--- src/rtl/filter_host.sv ---
// filter_host: loads a frame of samples into the sample RAM, runs the filter controller
// over ctrl/bsy, then streams the results out. Define FHOST_TIMEOUT_EN for the START/WAIT watchdog.
module filter_host #(
  parameter int DEPTH   = 32,
  parameter int DW      = 16,
  parameter int AW      = 6,
  parameter int TIMEOUT = 1023
) (
  input  logic          clk,
  input  logic          rst,
  input  logic          in_valid,
  input  logic [DW-1:0] in_data,
  output logic          in_ready,
  output logic          mem_we,
  output logic [AW-1:0] mem_addr,
  output logic [DW-1:0] mem_wdata,
  output logic [1:0]    ctrl,
  input  logic          bsy,
  output logic [AW-1:0] res_addr,
  input  logic [DW-1:0] res_rdata,
  output logic          out_valid,
  output logic [DW-1:0] out_data,
  input  logic          out_ready,
  output logic          done,
  output logic          err
);

  typedef enum logic [2:0] {
    CLR, LOAD, START, WAIT, FETCH, LATCH, SEND
  } state_t;

  localparam logic [AW-1:0] LAST = AW'(DEPTH - 1);

  state_t        state;
  logic [AW-1:0] k;

`ifdef FHOST_TIMEOUT_EN
  localparam int TW = $clog2(TIMEOUT + 1);
  logic [TW-1:0] wd_cnt;
  logic          wd_hit;
  assign wd_hit = (wd_cnt == TW'(TIMEOUT - 1));
`else
  assign err = 1'b0;
`endif

  always_ff @(posedge clk or negedge rst) begin
    if (!rst) begin
      state     <= CLR;
      k         <= '0;
      in_ready  <= 1'b0;
      mem_we    <= 1'b0;
      mem_addr  <= '0;
      mem_wdata <= '0;
      ctrl      <= 2'b00;
      res_addr  <= '0;
      out_valid <= 1'b0;
      out_data  <= '0;
      done      <= 1'b0;
`ifdef FHOST_TIMEOUT_EN
      wd_cnt    <= '0;
      err       <= 1'b0;
`endif
    end else begin
      // single-cycle strobes
      mem_we   <= 1'b0;
      done     <= 1'b0;
      res_addr <= '0;

      case (state)
        CLR: begin
          ctrl  <= 2'b10;
          k     <= '0;
          state <= LOAD;
        end

        LOAD: begin
          ctrl     <= 2'b00;
          in_ready <= 1'b1;
          if (in_valid && in_ready) begin
            mem_we    <= 1'b1;
            mem_addr  <= k;
            mem_wdata <= in_data;
            if (k == LAST) begin
              in_ready <= 1'b0;
              k        <= '0;
              ctrl     <= 2'b01;
              state    <= START;
`ifdef FHOST_TIMEOUT_EN
              wd_cnt   <= '0;
`endif
            end else begin
              k <= k + 1'b1;
            end
          end
        end

        START: begin
          if (bsy) begin
            ctrl  <= 2'b00;
            state <= WAIT;
          end
        end

        WAIT: begin
          if (!bsy) begin
            res_addr <= k;
            state    <= FETCH;
          end
        end

        FETCH: state <= LATCH;

        LATCH: begin
          out_data  <= res_rdata;
          out_valid <= 1'b1;
          state     <= SEND;
        end

        SEND: begin
          if (out_ready) begin
            out_valid <= 1'b0;
            if (k == LAST) begin
              // Performs the CLR step here so done and the clear pulse share a cycle.
              done  <= 1'b1;
              k     <= '0;
              ctrl  <= 2'b10;
              state <= LOAD;
            end else begin
              k        <= k + 1'b1;
              res_addr <= k + 1'b1;
              state    <= FETCH;
            end
          end
        end

        default: state <= CLR;
      endcase

`ifdef FHOST_TIMEOUT_EN
      // Watchdog overrides the START/WAIT decisions above.
      if (state == START || state == WAIT) begin
        wd_cnt <= wd_cnt + 1'b1;
        if (wd_hit) begin
          err      <= 1'b1;
          ctrl     <= 2'b00;
          res_addr <= '0;
          state    <= CLR;
        end
      end
`endif
    end
  end

endmodule
--- config.mk ---
export PLATFORM = sky130hd
export DESIGN_NAME = filter_host
export DESIGN_NICKNAME = d
export VERILOG_FILES = /design/src/rtl/filter_host.sv
export SDC_FILE = /design/constraint.sdc
export NUM_CORES = 1
export LEC_CHECK = 0
export ABC_AREA = 0
export CORE_MARGIN = 5
export CORE_UTILIZATION = 48
export DETAILED_ROUTE_END_ITERATION = 10
export GPL_ROUTABILITY_DRIVEN = 0
export GPL_TIMING_DRIVEN = 0
export PLACE_DENSITY = 0.95
export SYNTH_ARGS = -nofsm -noshare
export SYNTH_HDL_FRONTEND = slang
export SYNTH_SLANG_ARGS = --single-unit
--- constraint.sdc ---
create_clock -name clk -period 4.6 [get_ports clk]
set_input_delay 1.15 -clock clk [delete_from_list [all_inputs] [get_ports clk]]
set_output_delay 1.15 -clock clk [all_outputs]
set_load 0.01 [all_outputs]
### Word-level counts from Yosys, hierarchy flattened

Index checks and enable logic that the tools add are counted.

* output and inout port bits: 51
* bits in read-only memories: 0
* memories: 0
* memory bits (writable): 0
* bits of input ports: 37
* bits in registers: 59
* bits in latches: 0
* logic and storage cells: 64

* mux-type cells: 29
* shift-type cells: 0
* eq/ne operators: 13
* divide/modulo/power cells: 0
* multiply operators: 0
* reductions and logical operators: 10
* bitwise operators: 0
* magnitude comparators: 0
* $add $sub $neg: 1

Operators by type and width (count)
* 6-bit two-way mux: 5
* 3-bit case mux with 7 select lines: 1
* 3-bit two-way mux: 6
* 6-bit case mux with 3 select lines: 1
* 2-bit != test, second input constant: 6
* 6-bit case mux with 2 select lines: 1
* 1-bit two-way mux: 10
* 3-bit equality test, second input constant: 3
* 2-bit case mux with 4 select lines: 1
* 6-bit by 1-bit adder with 6-bit output, second input constant: 1
* 3-bit by 2-bit equality test with 1-bit output, second input constant: 2
* 6-bit by 5-bit equality test with 1-bit output, second input constant: 1
* 2-bit two-way mux: 3
* 5-bit AND reduction: 1
* 2-bit AND reduction: 2
* 4-bit AND reduction: 1
* 4-bit nonzero test: 1
* 3-bit by 1-bit equality test with 1-bit output, second input constant: 1
* 3-bit zero test: 1
* 3-bit AND reduction: 1
* 3-bit nonzero test: 1
* 1-bit case mux with 2 select lines: 1
* 2-bit nonzero test: 1
* 1-bit logical AND: 1

### Depth between registers and ports, before layout

Gate-level depths: netlist (run 1).

* word-level depth: 4
* mapped depth: 6
* depth with buffers taken out: 5

### Worst setup path before layout (run 1)

Ideal clock, no wire load.

* path type: input-to-reg
* from: input port in_valid
* to: register mem_wdata[10]
* buffers on the path: 2
* path slack: 2377 ps
* library setup time: 125 ps
* stages: 5
* required time: 4475 ps
* arrival time: 2099 ps
* path through: and2_1 -> and2_1 -> buf_2 -> buf_4 -> mux2_2

* word-level cells in the longest chain between the ends: 2

RTL lines
* start: declaration: line 11 `input logic in_valid,`
* 1-bit logical AND: line 79 `if (in_valid && in_ready) begin`
* 2-bit AND reduction (no source line)
* end signal: assignment: line 82 `mem_wdata <= in_data;`
* end: declaration: line 16 `output logic [DW-1:0] mem_wdata,`

No other way between the ends.
A chain may end at the register's enable or synchronous reset.

### Final worst setup path (run 1)

* from: input port in_valid
* to: register mem_addr[0]

* word-level cells in the longest chain between the ends: 2

RTL lines
* 1-bit logical AND: line 79
* 2-bit AND reduction (no source line)
* end signal: assignment: line 81 `mem_addr <= k;`
* end: declaration: line 15 `output logic [AW-1:0] mem_addr,`

No other way between the ends.

==> impl_metrics.yaml, run 1 <==
outcome:
  status: "completed"
cells_and_area:
  finalNonFillerCells: 360
  num_antenna_cells: 0
  finish.instance_area_um2: 3570
  layout_common_cells: "clkdlybuf4s50_1 (85), dfrtp_1 (59), mux2_2 (38)"
  fin_nets: 324
  layout-drive-gt1-share: 0.231
  final_common_cell: "clkdlybuf4s50_1"
  area_growth_pct: 46.0
  finish.utilization: 0.712
die:
  placementRows: 26
  die_w_um: 81.4
  die_y_um: 81.4
  die_area_um2: 6620
  io_pins: 88
  start_util: 0.488
  core_um2: 5010
sta:
  fin_tns_setup_ns: 0
  whs_ns: 0.497
  worst_slack_ns: 2.10
  hold_viol_final: 0
  fin_crit_sh: 0.544
  fmax_ghz: 0.400
  rsz0062_at_grt: "no"
  setup_viol: 0
  worstMarginPinSlew_ns: 0.759
  fin_crit_ns: 2.50
  slew_violations: 0
  fin_skew_ns: 0.00510
  max-slew-margin-rel: 0.490
worst_hold_path:
  hold_path_class: "reg2reg"
  hold_end: "out_valid"
  holdPathStages: 2
  min-delay-start: "out_valid"
clock_tree:
  cts_tree: "built"
  cts_sinks: 59
  post_cts_buffers: 0
  cts_buffers: 9
  cts-root-buf: "clkbuf_8"
  ctsHtreeMaxLevel: 3
  clock_latency_ns: 0.32
  cts-resized-gates: 0
  cts-hold-fix-buffers: 0
  ctsLongestPathBuffers: 2
  clkTransAtPathRegs_ns: 0.06
worst_setup_path:
  rrSetupSlack_ns: 2.75
  crit_fanout: 10
  crit_path_top_delay_cell: "clkdlybuf4s50_1"
  required_ns: 4.81
  max_stage_delay_ns: 0.46
  r2r_start: "k[0]"
  worstSetupEndpointType: "flop"
  critical_path_class: "in2reg"
  worst_setup_path_start_kind: "primary input"
  ff2ff_path_depth: 6
  cp_common_cell: "and2_1"
  r2r_end: "state[0]"
  crit_chain: "clkdlybuf4s50_1, and2_1, and2_1, buf_2, buf_4, mux2_2"
  crit_arrival_ns: 2.71
yosys:
  syn_nets: 226
  ys_ff_latch: 59
  synth_top_area_frac: 0.604
  seq_area_frac_synth: 0.604
  avgSynthCellArea_um2: 13.0
  async_flop_share: 1.00
  synthCells: 188
  synth.largest_area_cell: "dfrtp_1"
  synth.distinct_cells: 39
  ys.flop_type: "dfrtp_1"
  synthesis.area_um2: 2440
  ys_warn_count: 0
  synth-edff-count: 0
  yosys-top-cells-area: "dfrtp_1 (60%), mux2_2 (18%), nand2_1 (2.2%)"
grt:
  grt_pass1_wl_um: 8580
  grt_max_degree: 36
  grt_pass1_vias: 1910
  grt_usage: 0.173
  antenna_found_initial: 0
  grt_overflow: 0
power:
  powerDensity_nw_per_um2: 593
  power_mw: 2.11
  vdd_drop_max_v: 0.000390
  p_leak_nw: 1.54
place:
  port_buffers: 86
  placed_cells: 345
  place_area_um2: 3410
  post-place-ws_ns: 1.77
  hpwl_um: 3920
route:
  routed_via_density: 5.09
  dr.pass1.iters: 5
  initialDrtViolationCount: 51
  drt_wl_total_um: 5240
  vias: 1831
  drc_errors: 0
  ant_nets: 0
  routedWlPerCell_um: 14.6
run:
  max_cap_viol_count: 0
## layout make-up
| type | instances | area (µm²) |
|---|---|---|
| buffer | 10 | 58.8 |
| clock buffer | 12 | 145 |
| clock inverter | 3 | 15.0 |
| fill | 381 | 1440 |
| inverter | 4 | 15.0 |
| multi-input combinational | 115 | 893 |
| sequential | 59 | 1480 |
| tap | 70 | 87.6 |
| timing repair buffer | 87 | 876 |
## where the power goes
part / internal [mW] / leakage [nW] / switching (mW)
combinational: 0.556 / 0.718 / 0.364
clock: 0.205 / 0.0860 / 0.182
sequential: 0.707 / 0.732 / 0.100
## flip-flops by register name, summed over array words and instances (netlist names)
| signal | flops |
|---|---|
| mem_wdata | 16 |
| out_data | 16 |
| k | 6 |
| mem_addr | 6 |
| res_addr | 6 |
| state | 3 |
| ctrl | 2 |
| done | 1 |
| in_ready | 1 |
| mem_we | 1 |
| out_valid | 1 |
## cell families (layout without fill, tap and decap cells)
group	Yosys count	after routing	synth area share
AOI/OAI and AO/OA	32	32	0.0896
xor gates and xnor gates	1	1	0.00358
adders and majority gates	1	1	0.00512
buffers and inverters	14	116	0.0302
DFF	59	59	0.604
muxes	39	39	0.179
other	1	1	0.00153
and+or+nand+nor	41	41	0.0865
## cell usage after synthesis (2+ instances only)
cell        n
mux2_2     38
a21o_1      3
nor3_1      2
o2bb2ai_1   2
buf_4       4
nand3b_1    2
a21boi_0    2
nand2b_1    2
nor2_1      9
and2_1      2
buf_2       5
a22oi_1     2
o21ai_0     9
nand2_1    14
inv_1       4
a22o_1      2
dfrtp_1    59
o21bai_1    2
a21oi_1     4
nand3_1     2
## critical path, delay by kind of cell
kind,cells,cell delay [ns]
buf+inv,3,0.85
mux,1,0.35
simple gates,2,0.36
## how the worst max path moves through the flow
stage / startpoint / to / cells past startpoint
2_1_floorplan: in_valid / mem_wdata[10] / 5
3_3_place_gp: rst / mem_wdata[13] / 1
3_5_place_dp: in_valid / mem_addr[0] / 6
4_1_cts: in_valid / mem_addr[3] / 6
5_1_grt: in_valid / mem_wdata[1] / 6
6_report: in_valid / mem_addr[0] / 6
## routing by layer
metal,up-vias,GRT usage,routed length (µm)
met2,84,0.278,2460
met5,-,0,0
li1,862,-,-
met4,0,0.0845,78
met3,9,0.0698,537
met1,876,0.199,2160
Power figures use the tool's default switching activity.
==> inputs of run 2 (changes only) <==
CORE_UTILIZATION = 40   (was 48)
PLACE_DENSITY = 0.86   (was 0.95)
clock period = 2.1 ns   (was 4.6 ns; I/O delays follow)
==> run 2 against run 1 <==
Global-route usage fell by 2.0 points; via count fell by 2.1%; flip-flop and latch count is the same; final cell count rose by 1.4%; non-clock buffer count is the same; combinational power grew 120%; clock power rose to 2.6 times the previous value; total power up 130%; sequential share of layout area shrank 0.46 points; worst hold slack got worse by 0.34 ns; largest cell class unchanged; highest routed layer unchanged.
==> impl_metrics.yaml, run 2 (synthesis results as in run 1) <==
outcome:
  status: "completed"
clock_tree:
  clkTransAtPathRegs_ns: 0.06
  cts_tree: "built"
  clock_latency_ns: 0.32
  cts_buffers: 9
  ctsHtreeMaxLevel: 3
  post_cts_buffers: 0
  cts-root-buf: "clkbuf_8"
  cts_sinks: 59
  cts-hold-fix-buffers: 0
  ctsLongestPathBuffers: 2
  cts-resized-gates: 0
die:
  start_util: 0.413
  die_w_um: 88.2
  io_pins: 88
  core_um2: 5920
  die_y_um: 88.2
  placementRows: 28
  die_area_um2: 7770
route:
  drc_errors: 0
  dr.pass1.iters: 4
  ant_nets: 0
  initialDrtViolationCount: 140
  drt_wl_total_um: 5500
  vias: 1792
  routedWlPerCell_um: 15.1
  routed_via_density: 4.91
place:
  port_buffers: 86
  place_area_um2: 3410
  hpwl_um: 4070
sta:
  fin_crit_ns: 1.86
  fmax_ghz: 0.537
  whs_ns: 0.154
  hold_viol_final: 0
  rsz0062_at_grt: "no"
  fin_skew_ns: 0.00714
  max-slew-margin-rel: 0.482
  setup_viol: 0
  slew_violations: 0
  worstMarginPinSlew_ns: 0.770
  fin_crit_sh: 0.887
cells_and_area:
  finish.instance_area_um2: 3610
  multi_input_area_um2: 893
  layout-drive-gt1-share: 0.231
  num_antenna_cells: 0
  final_common_cell: "clkdlybuf4s50_1"
  fin_nets: 324
  seq_area_um2: 1480
  area_growth_pct: 47.6
  layout_common_cells: "clkdlybuf4s50_1 (85), dfrtp_1 (59), mux2_2 (38)"
  fillCellCount: 480
  top_regs: "mem_wdata: 16 flops, out_data: 16 flops"
power:
  p_switching_mw: 1.45
  powerDensity_nw_per_um2: 1340
  comb_power_share: 0.420
  pwr-share-seq: 0.369
  p_int_mw: 3.37
  switching_share: 0.300
  p_leak_nw: 1.55
  vdd_drop_max_v: 0.000838
  clkPwrFrac: 0.210
grt:
  grt_pass1_wl_um: 9070
  met3_usage: 0.0536
  antenna_found_initial: 0
  grt_overflow: 0
  grt_usage: 0.153
  grt_max_degree: 41
  grt_pass1_vias: 1898
  grt_use_met1: 0.199
  busiest_layer: "met2"
  use_met2: 0.235
run:
  max_cap_viol_count: 0
worst_hold_path:
  hold_path_class: "in2async"
worst_setup_path:
  cp-startpoint: "in_valid"
  worst_setup_path_start_kind: "primary input"
  crit_arrival_ns: 2.07
  crit_fanout: 10
  r2r_start: "k[0]"
  required_ns: 2.31
  critical_path_class: "in2reg"
  worstSetupEndpointType: "flop"
==> run 2: cell count changes in the layout (fill, tap and decap cells not counted) <==
cell,change
clkinv_2,-2
clkbuf_8,+1
bufinv_16,+1
==> run 2: worst paths after layout <==
check / to / slack [ns] / cells past startpoint
min: mem_wdata[11] / 0.15 / 1
max in group asynchronous: out_valid / 1.38 / 2
min reg2reg: out_valid / 0.49 / 2
min in group clk: out_valid / 0.49 / 2
max reg2reg: state[0] / 0.25 / 6
max: mem_addr[1] / 0.24 / 6
==> run 2: metal layers <==
metal  share of wire  routed length, µm  up-vias
met2            0.50               2740       51
met3           0.071                389        8
met5               0                  0        -
li1                -                  -      857
met4           0.018                 99        0
met1            0.41               2270      876
==> run 2: critical path: stages <==
cell             delay, ns
clkdlybuf4s50_1       0.45
and2_1                0.21
and2_1                0.15
buf_2                 0.17
buf_4                 0.21
mux2_2                0.35
==> run 2: per-stage QoR <==
stage                     setup TNS (ns)   util  instances  total power, mW  worst slack (ns)
after floorplan                        0      -        188             2.81             0.457
after global placement            -82.22  0.574        349             3.77             -1.37
after detailed placement           -1.80  0.577        350             3.85            -0.115
after CTS                              0  0.609        365             4.89             0.233
after global routing                   0  0.609        365             5.14            0.0568
final                                  0  0.609        365             4.82             0.238
==> run 2: power groups by stage <==
stage / Sequential [mW] / Combinational [mW] / Clock, mW
4_1_cts: 1.78 / 2.06 / 1.05
2_1_floorplan: 1.95 / 0.863 / 0
5_1_grt: 1.84 / 2.20 / 1.11
6_report: 1.78 / 2.03 / 1.01
3_5_place_dp: 1.80 / 2.05 / 0
3_3_place_gp: 1.77 / 2.00 / 0
==> run 2: cell type report <==
type,count,area share
Sequential cell,59,0.409
Buffer,10,0.0163
Timing Repair Buffer,87,0.243
Clock inverter,2,0.00971
Multi-Input combinational cell,115,0.248
Tap cell,75,0.0260
Inverter,4,0.00416
Clock buffer,13,0.0441
==> inputs of run 3 (changes only) <==
PLACE_DENSITY = 0.74   (was 0.86)
==> run 3 against run 2 <==
Clock power is 14% higher; critical path depth stayed put; total power is 2.4% higher; clock-buffer cell count is 2 lower; highest routed layer unchanged.
==> impl_metrics.yaml, run 3 (synthesis results as in run 1) <==
worst_setup_path:
  crit_chain: "clkdlybuf4s50_1, and2_1, and2_1, buf_2, buf_4, mux2_2"
  r2r_start: "k[0]"
  cp-startpoint: "in_valid"
  required_ns: 2.31
  rrSetupSlack_ns: 0.25
  crit_fanout: 10
  crit_path_top_delay_cell: "clkdlybuf4s50_1"
  max_stage_delay_ns: 0.45
  r2r_end: "state[0]"
  crit_arrival_ns: 2.09
  worstSetupEndpointType: "flop"
  crit_end: "mem_addr[5]"
  critical_path_class: "in2reg"
  worst_setup_path_start_kind: "primary input"
  ff2ff_path_depth: 6
  cp_common_cell: "and2_1"
clock_tree:
  cts-root-buf: "clkbuf_8"
  cts_tree: "built"
  cts-resized-gates: 0
  post_cts_buffers: 0
  cts-hold-fix-buffers: 0
  clkTransAtPathRegs_ns: 0.07
  ctsLongestPathBuffers: 2
  clock_latency_ns: 0.32
  cts_sinks: 59
  ctsHtreeMaxLevel: 3
  cts_buffers: 9
cells_and_area:
  seq_area_um2: 1480
  finalNonFillerCells: 366
  fillCellCount: 481
  top_regs: "mem_wdata: 16 flops, out_data: 16 flops"
  multi_input_area_um2: 893
  num_antenna_cells: 0
  layout-drive-gt1-share: 0.241
  area_growth_pct: 49.0
  layout_common_cells: "clkdlybuf4s50_1 (85), dfrtp_1 (59), mux2_2 (38)"
  final_common_cell: "clkdlybuf4s50_1"
  fin_nets: 324
power:
  comb_power_share: 0.408
  powerDensity_nw_per_um2: 1360
  vdd_drop_max_v: 0.000724
  p_leak_nw: 1.57
  clkPwrFrac: 0.234
  switching_share: 0.292
  pwr-share-seq: 0.358
  p_switching_mw: 1.44
  p_int_mw: 3.49
sta:
  setup_viol: 0
  fin_skew_ns: 0.00474
  hold_viol_final: 0
  max-slew-margin-rel: 0.502
  fmax_ghz: 0.532
  rsz0062_at_grt: "no"
  fin_crit_sh: 0.894
  whs_ns: 0.148
  slew_violations: 0
  fin_crit_ns: 1.88
  worstMarginPinSlew_ns: 0.741
place:
  port_buffers: 86
  hpwl_um: 3960
  placed_cells: 350
grt:
  grt_max_degree: 41
  grt_overflow: 0
  antenna_found_initial: 0
  grt_use_met1: 0.174
  grt_pass1_vias: 1881
  use_met2: 0.237
  met3_usage: 0.0536
  grt_usage: 0.147
  busiest_layer: "met2"
  grt_pass1_wl_um: 8690
route:
  vias: 1798
  drc_errors: 0
  drt_wl_total_um: 5400
  initialDrtViolationCount: 101
  routedWlPerCell_um: 14.8
  ant_nets: 0
  routed_via_density: 4.91
  dr.pass1.iters: 4
worst_hold_path:
  hold_path_class: "in2async"
die:
  die_area_um2: 7770
  placementRows: 28
  core_um2: 5920
  die_y_um: 88.2
  die_w_um: 88.2
  io_pins: 88
  start_util: 0.413
run:
  max_cap_viol_count: 0
outcome:
  status: "completed"
-- run 3: cell count changes in the layout (fill, tap and decap cells not counted), sizes merged --
| cell | change |
|---|---|
| clkinv | +2 |
| bufinv | +1 |
| clkbuf | -2 |
-- run 3: worst min path at each step --
stage,slack [ns],start,end
2_1_floorplan,0.23,rst,ctrl[0]
3_3_place_gp,0.47,out_valid,out_valid
3_5_place_dp,0.47,out_valid,out_valid
4_1_cts,0.15,rst,mem_wdata[12]
5_1_grt,0.17,rst,mem_wdata[12]
6_report,0.15,rst,mem_wdata[12]
-- run 3: worst max-delay path, delay by kind of cell --
kind / cells / cell delay, ns
and+or+nand+nor: 2 / 0.37
muxes: 1 / 0.35
buffers and inverters: 3 / 0.83
-- run 3: power groups by stage --
stage / sequential, mW / combinational, mW / clock, mW
detailed placement: 1.79 / 2.04 / 0
global placement: 1.77 / 2.00 / 0
finish: 1.77 / 2.01 / 1.15
CTS: 1.77 / 2.05 / 1.19
global route: 1.83 / 2.17 / 1.24
floorplan: 1.95 / 0.863 / 0
-- run 3: stage by stage --
step	total power, mW	setup WS (ns)	TNS (ns)	util	instance area [µm²]
3_5_place_dp	3.82	-0.112	-1.88	0.577	3410
6_report	4.93	0.222	0	0.615	3640
2_1_floorplan	2.81	0.457	0	-	2440
3_3_place_gp	3.77	-1.37	-82.42	0.574	3400
5_1_grt	5.25	0.115	0	0.615	3640
4_1_cts	5.01	0.237	0	0.615	3640
-- run 3: layout make-up --
| class | count | share of cell area |
|---|---|---|
| Sequential cell | 59 | 0.406 |
| Multi-Input combinational cell | 115 | 0.245 |
| Timing Repair Buffer | 87 | 0.241 |
| Clock buffer | 11 | 0.0416 |
| Tap cell | 75 | 0.0258 |
| Clock inverter | 5 | 0.0206 |
| Buffer | 10 | 0.0162 |
| Inverter | 4 | 0.00413 |
-- run 3: routing by layer --
layer | share of wire | up-vias
met5 | 0 | -
met4 | 0.016 | 0
met3 | 0.074 | 7
met2 | 0.51 | 58
met1 | 0.40 | 878
li1 | - | 855
